**src/rtl/instr_mem_loader_pkg.sv**
```systemverilog
// Shared processor package: loader FSM encoding, instruction opcodes and the end-of-program word.
package instr_mem_loader_pkg;

    typedef enum logic [2:0] {
        IDLE,
        COLLECT,
        WRITE,
        DONE,
        ERROR
    } ld_state_t;

    // Primary opcodes occupy instruction bits [31:26]
    localparam logic [5:0] OP_RTYPE = 6'h00;
    localparam logic [5:0] OP_J     = 6'h02;
    localparam logic [5:0] OP_BEQ   = 6'h04;
    localparam logic [5:0] OP_ADDI  = 6'h0a;
    localparam logic [5:0] OP_LW    = 6'h23;
    localparam logic [5:0] OP_SW    = 6'h2b;
    localparam logic [5:0] OP_HLT   = 6'h3f;

    localparam logic [31:0] HLT_WORD_DEF = {OP_HLT, 26'd0};

    function automatic logic [5:0] opcode_of(input logic [31:0] instr);
        return instr[31:26];
    endfunction

endpackage

```
**src/rtl/instr_mem_loader_byte_packer.sv**
```systemverilog
// Big-endian byte-to-word shift buffer; word_valid flags the cycle its 4th byte is accepted.
module byte_packer (
    input  logic        clk,
    input  logic        rst_n,
    input  logic        clr,
    input  logic        shift_en,
    input  logic [7:0]  data,
    output logic [31:0] word,
    output logic        word_valid
);

    logic [1:0] cnt;

    always_ff @(posedge clk or negedge rst_n) begin
        if (!rst_n) begin
            cnt  <= '0;
            word <= '0;
        end else if (clr) begin
            cnt  <= '0;
            word <= '0;
        end else if (shift_en) begin
            cnt  <= cnt + 2'd1;
            word <= {word[23:0], data};
        end
    end

    assign word_valid = shift_en && (cnt == 2'd3);

endmodule

```
**src/rtl/instr_mem_loader.sv**
```systemverilog
// Streams big-endian program bytes into instruction memory until the halt word, then releases the processor.
module instr_mem_loader
    import instr_mem_loader_pkg::*;
#(
    parameter int unsigned ADDR_W   = 10,
    parameter logic [31:0] HLT_WORD = HLT_WORD_DEF
) (
    input  logic              clk1,
    input  logic              rst_n,
    input  logic              ld_start,
    input  logic              s_valid,
    output logic              s_ready,
    input  logic [7:0]        s_data,
    output logic              mem_we,
    output logic [ADDR_W-1:0] mem_addr,
    output logic [31:0]       mem_wdata,
    output logic              load_done,
    output logic              proc_start,
    output logic              load_err,
    output logic [ADDR_W:0]   word_count
);

    localparam logic [ADDR_W-1:0] LAST_ADDR = '1;

    ld_state_t         state, state_nxt;
    logic [ADDR_W-1:0] addr, addr_hold;
    logic [31:0]       pk_word, wdata_hold;
    logic [ADDR_W:0]   wcount;
    logic              proc_q, accept, word_valid, session_go, is_hlt;

    assign s_ready    = (state == COLLECT);
    assign accept     = s_valid && s_ready;
    assign session_go = ld_start && (state == IDLE || state == DONE || state == ERROR);
    assign is_hlt     = (pk_word == HLT_WORD);

    byte_packer u_packer (
        .clk        (clk1),
        .rst_n      (rst_n),
        .clr        (session_go),
        .shift_en   (accept),
        .data       (s_data),
        .word       (pk_word),
        .word_valid (word_valid)
    );

    always_ff @(posedge clk1 or negedge rst_n) begin
        if (!rst_n) state <= IDLE;
        else        state <= state_nxt;
    end

    always_comb begin
        state_nxt = state;
        unique case (state)
            IDLE, DONE, ERROR: if (ld_start) state_nxt = COLLECT;
            COLLECT:           if (word_valid) state_nxt = WRITE;
            WRITE: begin
                if (is_hlt)                  state_nxt = DONE;
                else if (addr == LAST_ADDR)  state_nxt = ERROR;
                else                         state_nxt = COLLECT;
            end
            default:           state_nxt = IDLE;
        endcase
    end

    // Address only advances when another word can still fit
    always_ff @(posedge clk1 or negedge rst_n) begin
        if (!rst_n) begin
            addr       <= '0;
            wcount     <= '0;
            proc_q     <= 1'b0;
            addr_hold  <= '0;
            wdata_hold <= '0;
        end else begin
            proc_q <= (state == WRITE) && is_hlt;
            if (session_go) begin
                addr   <= '0;
                wcount <= '0;
            end else if (state == WRITE) begin
                wcount     <= wcount + 1'b1;
                addr_hold  <= addr;
                wdata_hold <= pk_word;
                if (!is_hlt && addr != LAST_ADDR) addr <= addr + 1'b1;
            end
        end
    end

    assign mem_we     = (state == WRITE);
    assign mem_addr   = mem_we ? addr : addr_hold;
    assign mem_wdata  = mem_we ? pk_word : wdata_hold;
    assign load_done  = (state == DONE);
    assign load_err   = (state == ERROR);
    assign proc_start = proc_q;
    assign word_count = wcount;

endmodule

```
**config.mk**
```make
export PLATFORM = sky130hd
export DESIGN_NAME = instr_mem_loader
export DESIGN_NICKNAME = d
export VERILOG_FILES = /design/src/rtl/instr_mem_loader_pkg.sv /design/src/rtl/instr_mem_loader_byte_packer.sv /design/src/rtl/instr_mem_loader.sv
export SDC_FILE = /design/constraint.sdc
export NUM_CORES = 1
export LEC_CHECK = 0
export BUFFER_PORTS_ARGS = -buffer_cell sky130_fd_sc_hd__buf_2
export CORE_MARGIN = 2
export CORE_UTILIZATION = 57
export DETAILED_ROUTE_END_ITERATION = 10
export PLACE_DENSITY = 0.8
export SYNTH_ARGS = -nofsm -noshare
export SYNTH_HDL_FRONTEND = slang
export SYNTH_SLANG_ARGS = --single-unit
```
**constraint.sdc**
```tcl
create_clock -name clk1 -period 1.7 [get_ports clk1]
set_input_delay 0.34 -clock clk1 [delete_from_list [all_inputs] [get_ports clk1]]
set_output_delay 0.34 -clock clk1 [all_outputs]
set_load 0.01 [all_outputs]
```
==> impl_metrics.py, run 1 <==
metrics = {
    "timing": {
        "tightestPinTransition_ns": 0.382,
        "fmax_mhz": 492,
        "final_period_minus_worst_setup_slack_ns": 2.03,
        "clock-skew-final_ns": 0.0133,
        "finalMaxSlewViolations": 0,
        "timing.final.hold_violations": 0,
        "post-route-worst-setup-slack_ns": -0.334,
        "setup_viol": 54,
        "rsz0062_at_grt": "true",
        "slew_headroom": 0.743,
        "whs_ns": 0.203,
        "final_min_period_over_clock_period": 1.20,
    },
    "floorplanning": {
        "rows": 32,
        "floorplan.io_pins": 70,
        "die_x_um": 94.0,
        "floorplan.die_area_um2": 8830,
        "die_height_um": 94.0,
        "core-area_um2": 7770,
        "initial_core_util": 0.594,
    },
    "pwr": {
        "irDropWorstVdd_mv": 0.820,
        "pwr_density_cell_nw_per_um2": 1420,
        "p_leak_nw": 3.41,
        "total_power_mw": 8.36,
    },
    "placed_design": {
        "placement.io_buffers": 69,
        "place.gp.congestion": 0.813,
        "place.detailed.instances": 704,
        "dp_hpwl_mm": 7.35,
        "dpl-instance-area_um2": 5290,
    },
    "cts": {
        "clkLatencyLatePin_ns": 0.37,
        "cts.clk_slew.worst_paths_ns": 0.09,
        "cts_tree": "yes",
        "numClockSinks": 101,
        "clock_tree.root_cell": "sky130_fd_sc_hd__clkbuf_8",
        "tritoncts.num_buffers": 9,
        "max-clock-path-buffers": 2,
        "htree_levels": 3,
    },
    "setup_path": {
        "crit_path_start_kind": "flop",
        "critPathCaptureType": "primary output",
        "critPathArrivalTime_ns": 1.69,
        "critical_path_class": "flop to primary output",
        "path_max_fanout": 13,
        "regToRegSetupSlack_ns": -0.11,
        "worstPathRequired_ns": 1.36,
    },
    "synth": {
        "netlist_instances": 519,
        "synth_top_family_by_area": "simple AND/OR/NAND/NOR gates",
        "yosys.area.top_type_share": 0.548,
        "yosys-mux-area-fraction": 0.0195,
        "synthesized_netlist_net_count": 534,
        "cell_types_with_the_largest_area_share_after_synthesis": "sky130_fd_sc_hd__dfrtp_1 55%, sky130_fd_sc_hd__nand2_1 20%, sky130_fd_sc_hd__a21oi_1 4.0%",
        "synth-seq-cells": 101,
        "synth_edf_count": 0,
        "syn-cell-area_um2": 4610,
        "synthXorXnorAreaFrac": 0.0171,
        "async_s_r_ff_share_synth": 1.00,
        "synth_ff_type": "sky130_fd_sc_hd__dfrtp_1",
        "yosys_warnings": 0,
        "synth_cell_type_count": 48,
        "ys_top_cells_by_count": "249 x sky130_fd_sc_hd__nand2_1, 101 x sky130_fd_sc_hd__dfrtp_1, 37 x sky130_fd_sc_hd__a21oi_1",
        "synth_adder_area_share": 0.00814,
        "synth-compound-area-share": 0.0854,
        "synth_sequential_area_ratio": 0.548,
        "post_synth_and_or_nand_nor_area_fraction": 0.281,
        "netlist.top_cell.by_area": "sky130_fd_sc_hd__dfrtp_1",
        "synthMostInstantiatedCell": "sky130_fd_sc_hd__nand2_1",
        "syn_area_per_cell_um2": 8.89,
    },
    "cells_and_area": {
        "final-instance-count-excl-fill": 737,
        "multiInputGateArea_um2": 2040,
        "antennaDiodeCount": 0,
        "drive_above_1_share": 0.293,
        "finish.instance_area_um2": 5910,
        "nNetsFinal": 645,
        "finish.utilization": 0.760,
        "layout-area-overhead-vs-synth_pct": 28.0,
        "seq_area_um2": 2530,
        "layout.filler_cells": 537,
    },
    "run": {
        "number_of_max_capacitance_violations_reported": 0,
    },
    "detailed_routing": {
        "routed_wirelength_mm": 12.2,
        "firstDrtPassIters": 5,
        "initial_drc_count": 254,
        "drt_drc_violations_left": 0,
        "detailroute.via_count": 4153,
        "antenna_left": 0,
        "drt-vias-per-instance": 5.64,
        "detail_route.wl_per_cell_um": 16.5,
    },
    "global_route": {
        "antenna_found_initial": 0,
        "grt_first_pass_wirelength_mm": 17.7,
        "globalRoute.totalOverflow": 0,
        "grt_util_all_layers": 0.256,
        "pin_count_of_the_biggest_net_entering_global_routing": 59,
        "first_global_vias": 3799,
    },
    "worst_hold_path": {
        "min_path_type": "primary input to flop",
    },
    "outcome": {
        "violations": "negative setup slack",
        "outcome": "finished, violations left",
    },
}
critical path, stage by stage (launching register included):
cell and delay [ns]:
sky130_fd_sc_hd__dfrtp_1 0.40, sky130_fd_sc_hd__and2b_2 0.25, sky130_fd_sc_hd__nand2b_4 0.11, sky130_fd_sc_hd__inv_8 0.11, sky130_fd_sc_hd__buf_12 0.14, sky130_fd_sc_hd__nand2_2 0.07
sky130_fd_sc_hd__nand2_1 0.10, sky130_fd_sc_hd__buf_2 0.14
sequential cells by signal (all words and copies together) (netlist names):
| register | cells |
|---|---|
| u_packer.word | 32 |
| u_packer.cnt | 2 |
| addr | 10 |
| word_count | 11 |
| proc_start | 1 |
| wdata_hold | 32 |
| addr_hold | 10 |
| state | 3 |
report_power, final:
part	internal (mW)	total, mW	switching, mW
clock	0.583	1.45	0.867
sequential	3.05	3.50	0.455
combinational	1.54	3.41	1.87
total	5.17	8.36	3.19
worst paths after layout:
kind	from	end	depth (start not counted)
min in group asynchronous	rst_n	addr[6]$_DFFE_PN0P_	3
max in group asynchronous	rst_n	u_packer.word[16]$_DFFE_PN0P_	3
min reg2reg	addr_hold[8]$_DFFE_PN0N_	addr_hold[8]$_DFFE_PN0N_	2
max reg2reg	u_packer.word[0]$_DFFE_PN0P_	state[1]$_DFFE_PN0P_	5
max	state[2]$_DFFE_PN0P_	mem_wdata[9]	7
min	s_data[3]	u_packer.word[3]$_DFFE_PN0P_	3
repair_timing:
action / in CTS / in global routing
setup endpoints to repair: 49 / 67
pin swaps: 1 / 14
hold buffers: 1 / 0
hold endpoints to repair: 91 / 0
gates cloned: 1 / 2
buffers inserted: 5 / 9
gates resized for setup: 10 / 51
cell families (layout without fill, tap and decap cells):
kind of cell    count (synthesis)  after routing
simple gates                  306            306
flops                         101            101
compound gates                 60             60
buf+inv                        31            147
xor+xnor                        9              9
mux                             9              9
fa+ha+maj                       3              3
cells in the final DEF, fill, tap and decap left out, types with 2 or more instances in the layout:
| cell | synthesis | routed |
|---|---|---|
| sky130_fd_sc_hd__and2_4 | 0 | 2 |
| sky130_fd_sc_hd__nand2_2 | 0 | 14 |
| sky130_fd_sc_hd__buf_6 | 6 | 13 |
| sky130_fd_sc_hd__clkbuf_16 | 0 | 2 |
| sky130_fd_sc_hd__mux2i_1 | 9 | 9 |
| sky130_fd_sc_hd__o21ai_1 | 2 | 2 |
| sky130_fd_sc_hd__ha_1 | 3 | 3 |
| sky130_fd_sc_hd__nor4_1 | 7 | 3 |
| sky130_fd_sc_hd__nand3_1 | 4 | 4 |
| sky130_fd_sc_hd__nor4_2 | 0 | 4 |
| sky130_fd_sc_hd__inv_1 | 2 | 2 |
| sky130_fd_sc_hd__nand4_1 | 6 | 6 |
| sky130_fd_sc_hd__buf_12 | 0 | 7 |
| sky130_fd_sc_hd__nor2_1 | 13 | 12 |
| sky130_fd_sc_hd__clkinvlp_4 | 0 | 2 |
| sky130_fd_sc_hd__a21oi_1 | 37 | 36 |
| sky130_fd_sc_hd__nor3_1 | 2 | 2 |
| sky130_fd_sc_hd__xnor2_1 | 3 | 3 |
| sky130_fd_sc_hd__clkbuf_8 | 0 | 10 |
| sky130_fd_sc_hd__o21ai_0 | 4 | 4 |
| sky130_fd_sc_hd__xor2_1 | 6 | 6 |
| sky130_fd_sc_hd__nand2_1 | 249 | 233 |
| sky130_fd_sc_hd__buf_2 | 18 | 64 |
| sky130_fd_sc_hd__nand2_4 | 0 | 2 |
| sky130_fd_sc_hd__o211ai_2 | 6 | 6 |
| sky130_fd_sc_hd__buf_4 | 1 | 38 |
| sky130_fd_sc_hd__or3_1 | 2 | 2 |
| sky130_fd_sc_hd__buf_8 | 0 | 2 |
| sky130_fd_sc_hd__nand2b_1 | 3 | 3 |
| sky130_fd_sc_hd__and3_1 | 6 | 6 |
| sky130_fd_sc_hd__inv_6 | 0 | 2 |
| sky130_fd_sc_hd__dfrtp_1 | 101 | 101 |
per-stage QoR:
stage	TNS, ns	worst slack, ns
3_3_place_gp	-0.123	-0.0643
2_1_floorplan	0	0.0137
5_1_grt	-16.84	-0.410
4_1_cts	-10.41	-0.279
6_report	-12.62	-0.334
3_5_place_dp	-0.0225	-0.0173
metal layers:
layer,vias up,GRT usage,part of all wire
li1,1915,-,-
met1,2027,0.341,0.42
met2,173,0.422,0.50
met3,38,0.0353,0.056
met4,0,0.109,0.031
met5,-,0,0
final cells by class:
cell class              count  area share
clock buffers              10      0.0233
clock inverters             6     0.00784
inverters                   3     0.00318
multi-input cells         387       0.345
flip-flops and latches    101       0.428
well taps                 102      0.0216
repair buffers            128       0.171
Power figures use the tool's default switching activity.
==> inputs of run 2 (changes only) <==
--- a/config.mk
+++ b/config.mk
@@ -7,9 +7,9 @@
 export LEC_CHECK = 0
 export BUFFER_PORTS_ARGS = -buffer_cell sky130_fd_sc_hd__buf_2
 export CORE_MARGIN = 2
-export CORE_UTILIZATION = 57
+export CORE_UTILIZATION = 37
 export DETAILED_ROUTE_END_ITERATION = 10
-export PLACE_DENSITY = 0.8
+export REMOVE_ABC_BUFFERS = 1
 export SYNTH_ARGS = -nofsm -noshare
 export SYNTH_HDL_FRONTEND = slang
 export SYNTH_SLANG_ARGS = --single-unit
==> impl_metrics.py, run 2 (synthesis results as in run 1) <==
metrics = {
    "outcome": {
        "outcome": "finished, violations left",
        "violations": "negative setup slack",
    },
    "cells_and_area": {
        "drive_above_1_share": 0.401,
        "final_common_cell": "sky130_fd_sc_hd__nand2_1",
        "finish.instance_area_um2": 6640,
        "multiInputGateArea_um2": 2370,
        "final-instance-count-excl-fill": 809,
        "antennaDiodeCount": 0,
        "nNetsFinal": 652,
        "top_library_cells_by_usage_in_the_layout_fill_and_taps_aside": "164 x sky130_fd_sc_hd__nand2_1, 100 x sky130_fd_sc_hd__dfrtp_1, 54 x sky130_fd_sc_hd__nand2_2",
        "layout-area-overhead-vs-synth_pct": 43.9,
        "finish.utilization": 0.548,
        "layout.filler_cells": 1106,
        "seq_area_um2": 2530,
    },
    "worst_hold_path": {
        "whs_endpoint": "u_packer.word[6]$_DFFE_PN0P_",
        "hold_depth": 3,
        "hp-start": "s_data[6]",
        "min_path_type": "primary input to flop",
    },
    "timing": {
        "setup_viol": 49,
        "final_min_period_over_clock_period": 1.19,
        "slew_headroom": 0.756,
        "clock-skew-final_ns": 0.00695,
        "final_period_minus_worst_setup_slack_ns": 2.02,
        "tightestPinTransition_ns": 0.366,
        "whs_ns": 0.221,
        "timing.final.hold_violations": 0,
        "fmax_mhz": 495,
        "post-route-worst-setup-slack_ns": -0.319,
        "finalMaxSlewViolations": 0,
        "rsz0062_at_grt": "true",
    },
    "cts": {
        "cts.clk_slew.worst_paths_ns": 0.06,
        "clock_tree.root_cell": "sky130_fd_sc_hd__clkbuf_16",
        "cts_tree": "yes",
        "numClockSinks": 101,
        "clkLatencyLatePin_ns": 0.35,
        "max-clock-path-buffers": 2,
        "tritoncts.num_buffers": 9,
        "htree_levels": 3,
    },
    "detailed_routing": {
        "initial_drc_count": 214,
        "detail_route.wirelength.met1_mm": 5.74,
        "drt-vias-per-instance": 4.85,
        "antenna_left": 0,
        "routed_wirelength_mm": 12.3,
        "drt_drc_violations_left": 0,
        "met2RoutedLength_mm": 5.76,
        "top_layer_in_use": "met4",
        "detail_route.wl_per_cell_um": 15.2,
        "detailroute.wirelength.met3_um": 505,
        "firstDrtPassIters": 4,
        "detailroute.via_count": 3925,
    },
    "setup_path": {
        "r2r.worst_path.cells": 9,
        "path_max_fanout": 7,
        "critical_path_class": "flop to primary output",
        "critPathArrivalTime_ns": 1.68,
        "worstPathRequired_ns": 1.36,
        "critPathCaptureType": "primary output",
        "regToRegSetupSlack_ns": -0.05,
        "reg_to_reg_start": "state[2]$_DFFE_PN0P_",
        "crit_path_start_kind": "flop",
        "reg2reg_to": "addr[7]$_DFFE_PN0P_",
    },
    "floorplanning": {
        "die_height_um": 116,
        "die_x_um": 116,
        "floorplan.die_area_um2": 13400,
        "floorplan.io_pins": 70,
        "initial_core_util": 0.381,
        "rows": 40,
        "core-area_um2": 12100,
    },
    "pwr": {
        "irDropWorstVdd_mv": 0.614,
        "total_power_mw": 9.27,
        "pwr_density_cell_nw_per_um2": 1400,
        "p_leak_nw": 3.76,
    },
    "placed_design": {
        "place.detailed.instances": 767,
        "dpl-instance-area_um2": 5350,
        "place.gp.congestion": 0.816,
        "dp_hpwl_mm": 7.46,
        "placement.io_buffers": 69,
    },
    "global_route": {
        "antenna_found_initial": 0,
        "first_global_vias": 3756,
        "pin_count_of_the_biggest_net_entering_global_routing": 46,
        "globalRoute.totalOverflow": 0,
        "grt_first_pass_wirelength_mm": 19.1,
        "grt_util_all_layers": 0.184,
    },
    "run": {
        "number_of_max_capacitance_violations_reported": 0,
    },
}
-- run 2: per-stage QoR --
step / setup TNS (ns) / worst slack, ns
final: -12.44 / -0.319
after global routing: -14.99 / -0.366
after CTS: -12.26 / -0.305
after detailed placement: -0.0317 / -0.0217
after global placement: -0.0123 / -0.0123
after floorplan: -42.08 / -0.763
-- run 2: worst max-delay path by stage --
stage                                        startpoint                  end  slack (ns)  depth (start not counted)
after floorplan                    state[2]$_DFFE_PN0P_  addr[7]$_DFFE_PN0P_       -0.76                          6
after global placement    u_packer.word[26]$_DFFE_PN0P_  addr[7]$_DFFE_PN0P_       -0.01                          6
after detailed placement           state[2]$_DFFE_PN0P_  addr[7]$_DFFE_PN0P_       -0.02                          7
after CTS                          state[2]$_DFFE_PN0P_        mem_wdata[31]       -0.31                          8
after global routing               state[2]$_DFFE_PN0P_          mem_addr[7]       -0.37                          8
final                              state[2]$_DFFE_PN0P_          mem_addr[5]       -0.32                          7
-- run 2: repair_timing --
| action | in CTS | in global routing |
|---|---|---|
| endpoints found under the setup margin | 48 | 61 |
| gates resized for setup | 88 | 91 |
| hold endpoints to repair | 23 | 0 |
| buffers inserted | 8 | 12 |
| pin swaps | 10 | 35 |
| hold buffers | 1 | 0 |
| gates cloned | 5 | 3 |
-- run 2: where the power goes --
part / switching (mW) / internal (mW)
logic: 1.93 / 1.78
clock network: 0.861 / 1.10
registers: 0.529 / 3.06
-- run 2: metal layers --
| metal | up-vias | track usage |
|---|---|---|
| met5 | - | 0 |
| met4 | 0 | 0.0841 |
| met3 | 16 | 0.0314 |
| met2 | 86 | 0.284 |
| met1 | 1894 | 0.256 |
| li1 | 1929 | - |
-- run 2: area by class of cell --
| cell class | count | area share |
|---|---|---|
| flip-flops and latches | 101 | 0.381 |
| multi-input cells | 388 | 0.357 |
| well taps | 168 | 0.0317 |
| repair buffers | 134 | 0.186 |
| inverters | 3 | 0.00245 |
| clock inverters | 1 | 0.000754 |
| clock buffers | 14 | 0.0413 |
-- run 2: worst max-delay path, cell delays in order, from the launching register on --
cell and delay [ns]:
sky130_fd_sc_hd__dfrtp_1 0.38, sky130_fd_sc_hd__and2b_2 0.25, sky130_fd_sc_hd__nand2b_4 0.09, sky130_fd_sc_hd__buf_12 0.16
sky130_fd_sc_hd__clkbuf_16 0.18, sky130_fd_sc_hd__nand2_1 0.09, sky130_fd_sc_hd__nand2_1 0.05, sky130_fd_sc_hd__buf_2 0.13
==> inputs of run 3 (changes only) <==
--- a/config.mk
+++ b/config.mk
@@ -8,7 +8,9 @@
 export BUFFER_PORTS_ARGS = -buffer_cell sky130_fd_sc_hd__buf_2
 export CORE_MARGIN = 2
 export CORE_UTILIZATION = 37
+export CTS_BUF_LIST = sky130_fd_sc_hd__clkbuf_16
 export DETAILED_ROUTE_END_ITERATION = 10
+export RECOVER_POWER = 100
 export REMOVE_ABC_BUFFERS = 1
 export SYNTH_ARGS = -nofsm -noshare
 export SYNTH_HDL_FRONTEND = slang
==> impl_metrics.py, run 3 (synthesis results as in run 1) <==
metrics = {
    "timing": {
        "post-route-worst-setup-slack_ns": -0.319,
        "tightestPinTransition_ns": 0.664,
        "finalMaxSlewViolations": 0,
        "rsz0062_at_grt": "true",
        "final_period_minus_worst_setup_slack_ns": 2.02,
        "timing.final.hold_violations": 0,
        "fmax_mhz": 495,
        "setup_viol": 48,
        "final_min_period_over_clock_period": 1.19,
        "totalNegativeSetupSlack_ns": -12.49,
        "slew_headroom": 0.557,
        "clock-skew-final_ns": 0.00698,
    },
    "setup_path": {
        "r2r.worst_path.cells": 6,
        "critical_path_class": "flop to primary output",
        "crit_path_start_kind": "flop",
        "reg2reg_to": "addr[7]$_DFFE_PN0P_",
        "path_max_fanout": 8,
        "critical_path.cell_chain": "and2b_2 -> nand2b_4 -> inv_6 -> buf_12 -> buf_12 -> nand2_2 -> nand2_1 -> buf_2",
        "regToRegSetupSlack_ns": -0.06,
        "worstPathRequired_ns": 1.36,
        "timing.critical_path.mode_cell": "sky130_fd_sc_hd__buf_12",
        "timing.critical_path.slowest_cell_delay_ns": 0.37,
        "cell_with_the_biggest_individual_delay_on_the_critical_path": "sky130_fd_sc_hd__dfrtp_1",
        "critPathCaptureType": "primary output",
        "reg_to_reg_start": "u_packer.word[25]$_DFFE_PN0P_",
        "critPathArrivalTime_ns": 1.68,
    },
    "cells_and_area": {
        "drive_above_1_share": 0.387,
        "nNetsFinal": 652,
        "top_library_cells_by_usage_in_the_layout_fill_and_taps_aside": "164 x sky130_fd_sc_hd__nand2_1, 101 x sky130_fd_sc_hd__dfrtp_1, 56 x sky130_fd_sc_hd__nand2_2",
        "final_common_cell": "sky130_fd_sc_hd__nand2_1",
        "multiInputGateArea_um2": 2350,
        "layout.filler_cells": 1126,
        "layout-area-overhead-vs-synth_pct": 42.1,
        "seq_area_um2": 2530,
        "antennaDiodeCount": 0,
    },
    "floorplanning": {
        "die_x_um": 116,
        "core-area_um2": 12100,
        "floorplan.io_pins": 70,
        "die_height_um": 116,
        "initial_core_util": 0.381,
        "rows": 40,
        "floorplan.die_area_um2": 13400,
    },
    "global_route": {
        "grt_util_all_layers": 0.184,
        "first_global_vias": 3756,
        "antenna_found_initial": 0,
        "globalRoute.totalOverflow": 0,
        "pin_count_of_the_biggest_net_entering_global_routing": 46,
        "grt_first_pass_wirelength_mm": 19.1,
    },
    "cts": {
        "clkLatencyLatePin_ns": 0.35,
        "cts.clk_slew.worst_paths_ns": 0.06,
        "max-clock-path-buffers": 2,
        "clock_tree.root_cell": "sky130_fd_sc_hd__clkbuf_16",
        "htree_levels": 3,
        "numClockSinks": 101,
        "tritoncts.num_buffers": 9,
        "cts_tree": "yes",
    },
    "placed_design": {
        "place.gp.congestion": 0.816,
        "dp_worst_setup_slack_ns": -0.0217,
        "placement.io_buffers": 69,
        "dp_hpwl_mm": 7.46,
    },
    "detailed_routing": {
        "firstDrtPassIters": 6,
        "drt_drc_violations_left": 0,
        "detailroute.via_count": 3938,
        "drt-vias-per-instance": 4.87,
        "antenna_left": 0,
        "detail_route.wl_per_cell_um": 15.3,
        "initial_drc_count": 196,
        "routed_wirelength_mm": 12.4,
    },
    "worst_hold_path": {
        "hold_depth": 3,
        "hp-start": "s_data[6]",
        "whs_endpoint": "u_packer.word[6]$_DFFE_PN0P_",
        "min_path_type": "primary input to flop",
    },
    "pwr": {
        "pwr_density_cell_nw_per_um2": 1380,
        "p_leak_nw": 3.70,
        "irDropWorstVdd_mv": 0.614,
    },
    "run": {
        "number_of_max_capacitance_violations_reported": 0,
    },
    "outcome": {
        "outcome": "finished, violations left",
        "violations": "negative setup slack",
    },
}
[run 3: changes by cell type in the layout (fill, tap and decap cells not counted), sizes merged]
cell,change
clkinv,+3
clkbuf,+5
inv,+2
buf,-10
[run 3: area by class of cell]
cell class                      count  share of cell area
Clock buffer                        9              0.0344
Clock inverter                      6             0.00363
Inverter                            3             0.00248
Multi-Input combinational cell    388               0.359
Sequential cell                   101               0.386
Tap cell                          168              0.0321
Timing Repair Buffer              134               0.183
[run 3: worst max path at each step]
stage                                              from                  end  slack (ns)
after detailed placement           state[2]$_DFFE_PN0P_  addr[7]$_DFFE_PN0P_       -0.02
after CTS                          state[2]$_DFFE_PN0P_        mem_wdata[31]       -0.30
after floorplan                    state[2]$_DFFE_PN0P_  addr[7]$_DFFE_PN0P_       -0.76
final                              state[2]$_DFFE_PN0P_         mem_wdata[7]       -0.32
after global placement    u_packer.word[26]$_DFFE_PN0P_  addr[7]$_DFFE_PN0P_       -0.01
after global routing               state[2]$_DFFE_PN0P_          mem_addr[7]       -0.38
[run 3: metrics by stage]
step / instance area (um^2) / cells / hold WS [ns] / utilization / power, mW
after floorplan: 4440 / 491 / 0.0444 / - / 4.92
final: 6550 / 809 / 0.225 / 0.541 / 9.07
after global routing: 6550 / 809 / 0.231 / 0.541 / 9.66
after global placement: 5350 / 767 / 0.277 / 0.442 / 6.19
after detailed placement: 5350 / 767 / 0.281 / 0.442 / 6.28
after CTS: 6090 / 796 / 0.210 / 0.503 / 8.54
[run 3: critical path: cells and delay by family, from the launching register on]
family / cells / cell delay (ns)
buf+inv: 4 / 0.48
simple gates: 4 / 0.47
flops: 1 / 0.37
[run 3: what timing repair did]
item,CTS,global route
buffers inserted,8,12
setup endpoints to repair,48,61
hold buffers,1,0
gates cloned,5,3
pin swaps,10,32
resized for setup,88,88
hold endpoints to repair,23,0
[run 3: per-layer routing]
layer | part of all wire | track usage | routed length [um] | vias to the layer above
met4 | 0.015 | 0.0786 | 186 | 0
met5 | 0 | 0 | 0 | -
li1 | - | - | - | 1930
met1 | 0.47 | 0.258 | 5780 | 1913
met2 | 0.48 | 0.282 | 5910 | 81
met3 | 0.043 | 0.0329 | 528 | 14
[run 3: power by group]
part | internal, mW | switching, mW | leakage [nW]
registers | 3.06 | 0.514 | 1.37
logic | 1.75 | 1.93 | 2.20
clock network | 0.957 | 0.858 | 0.130
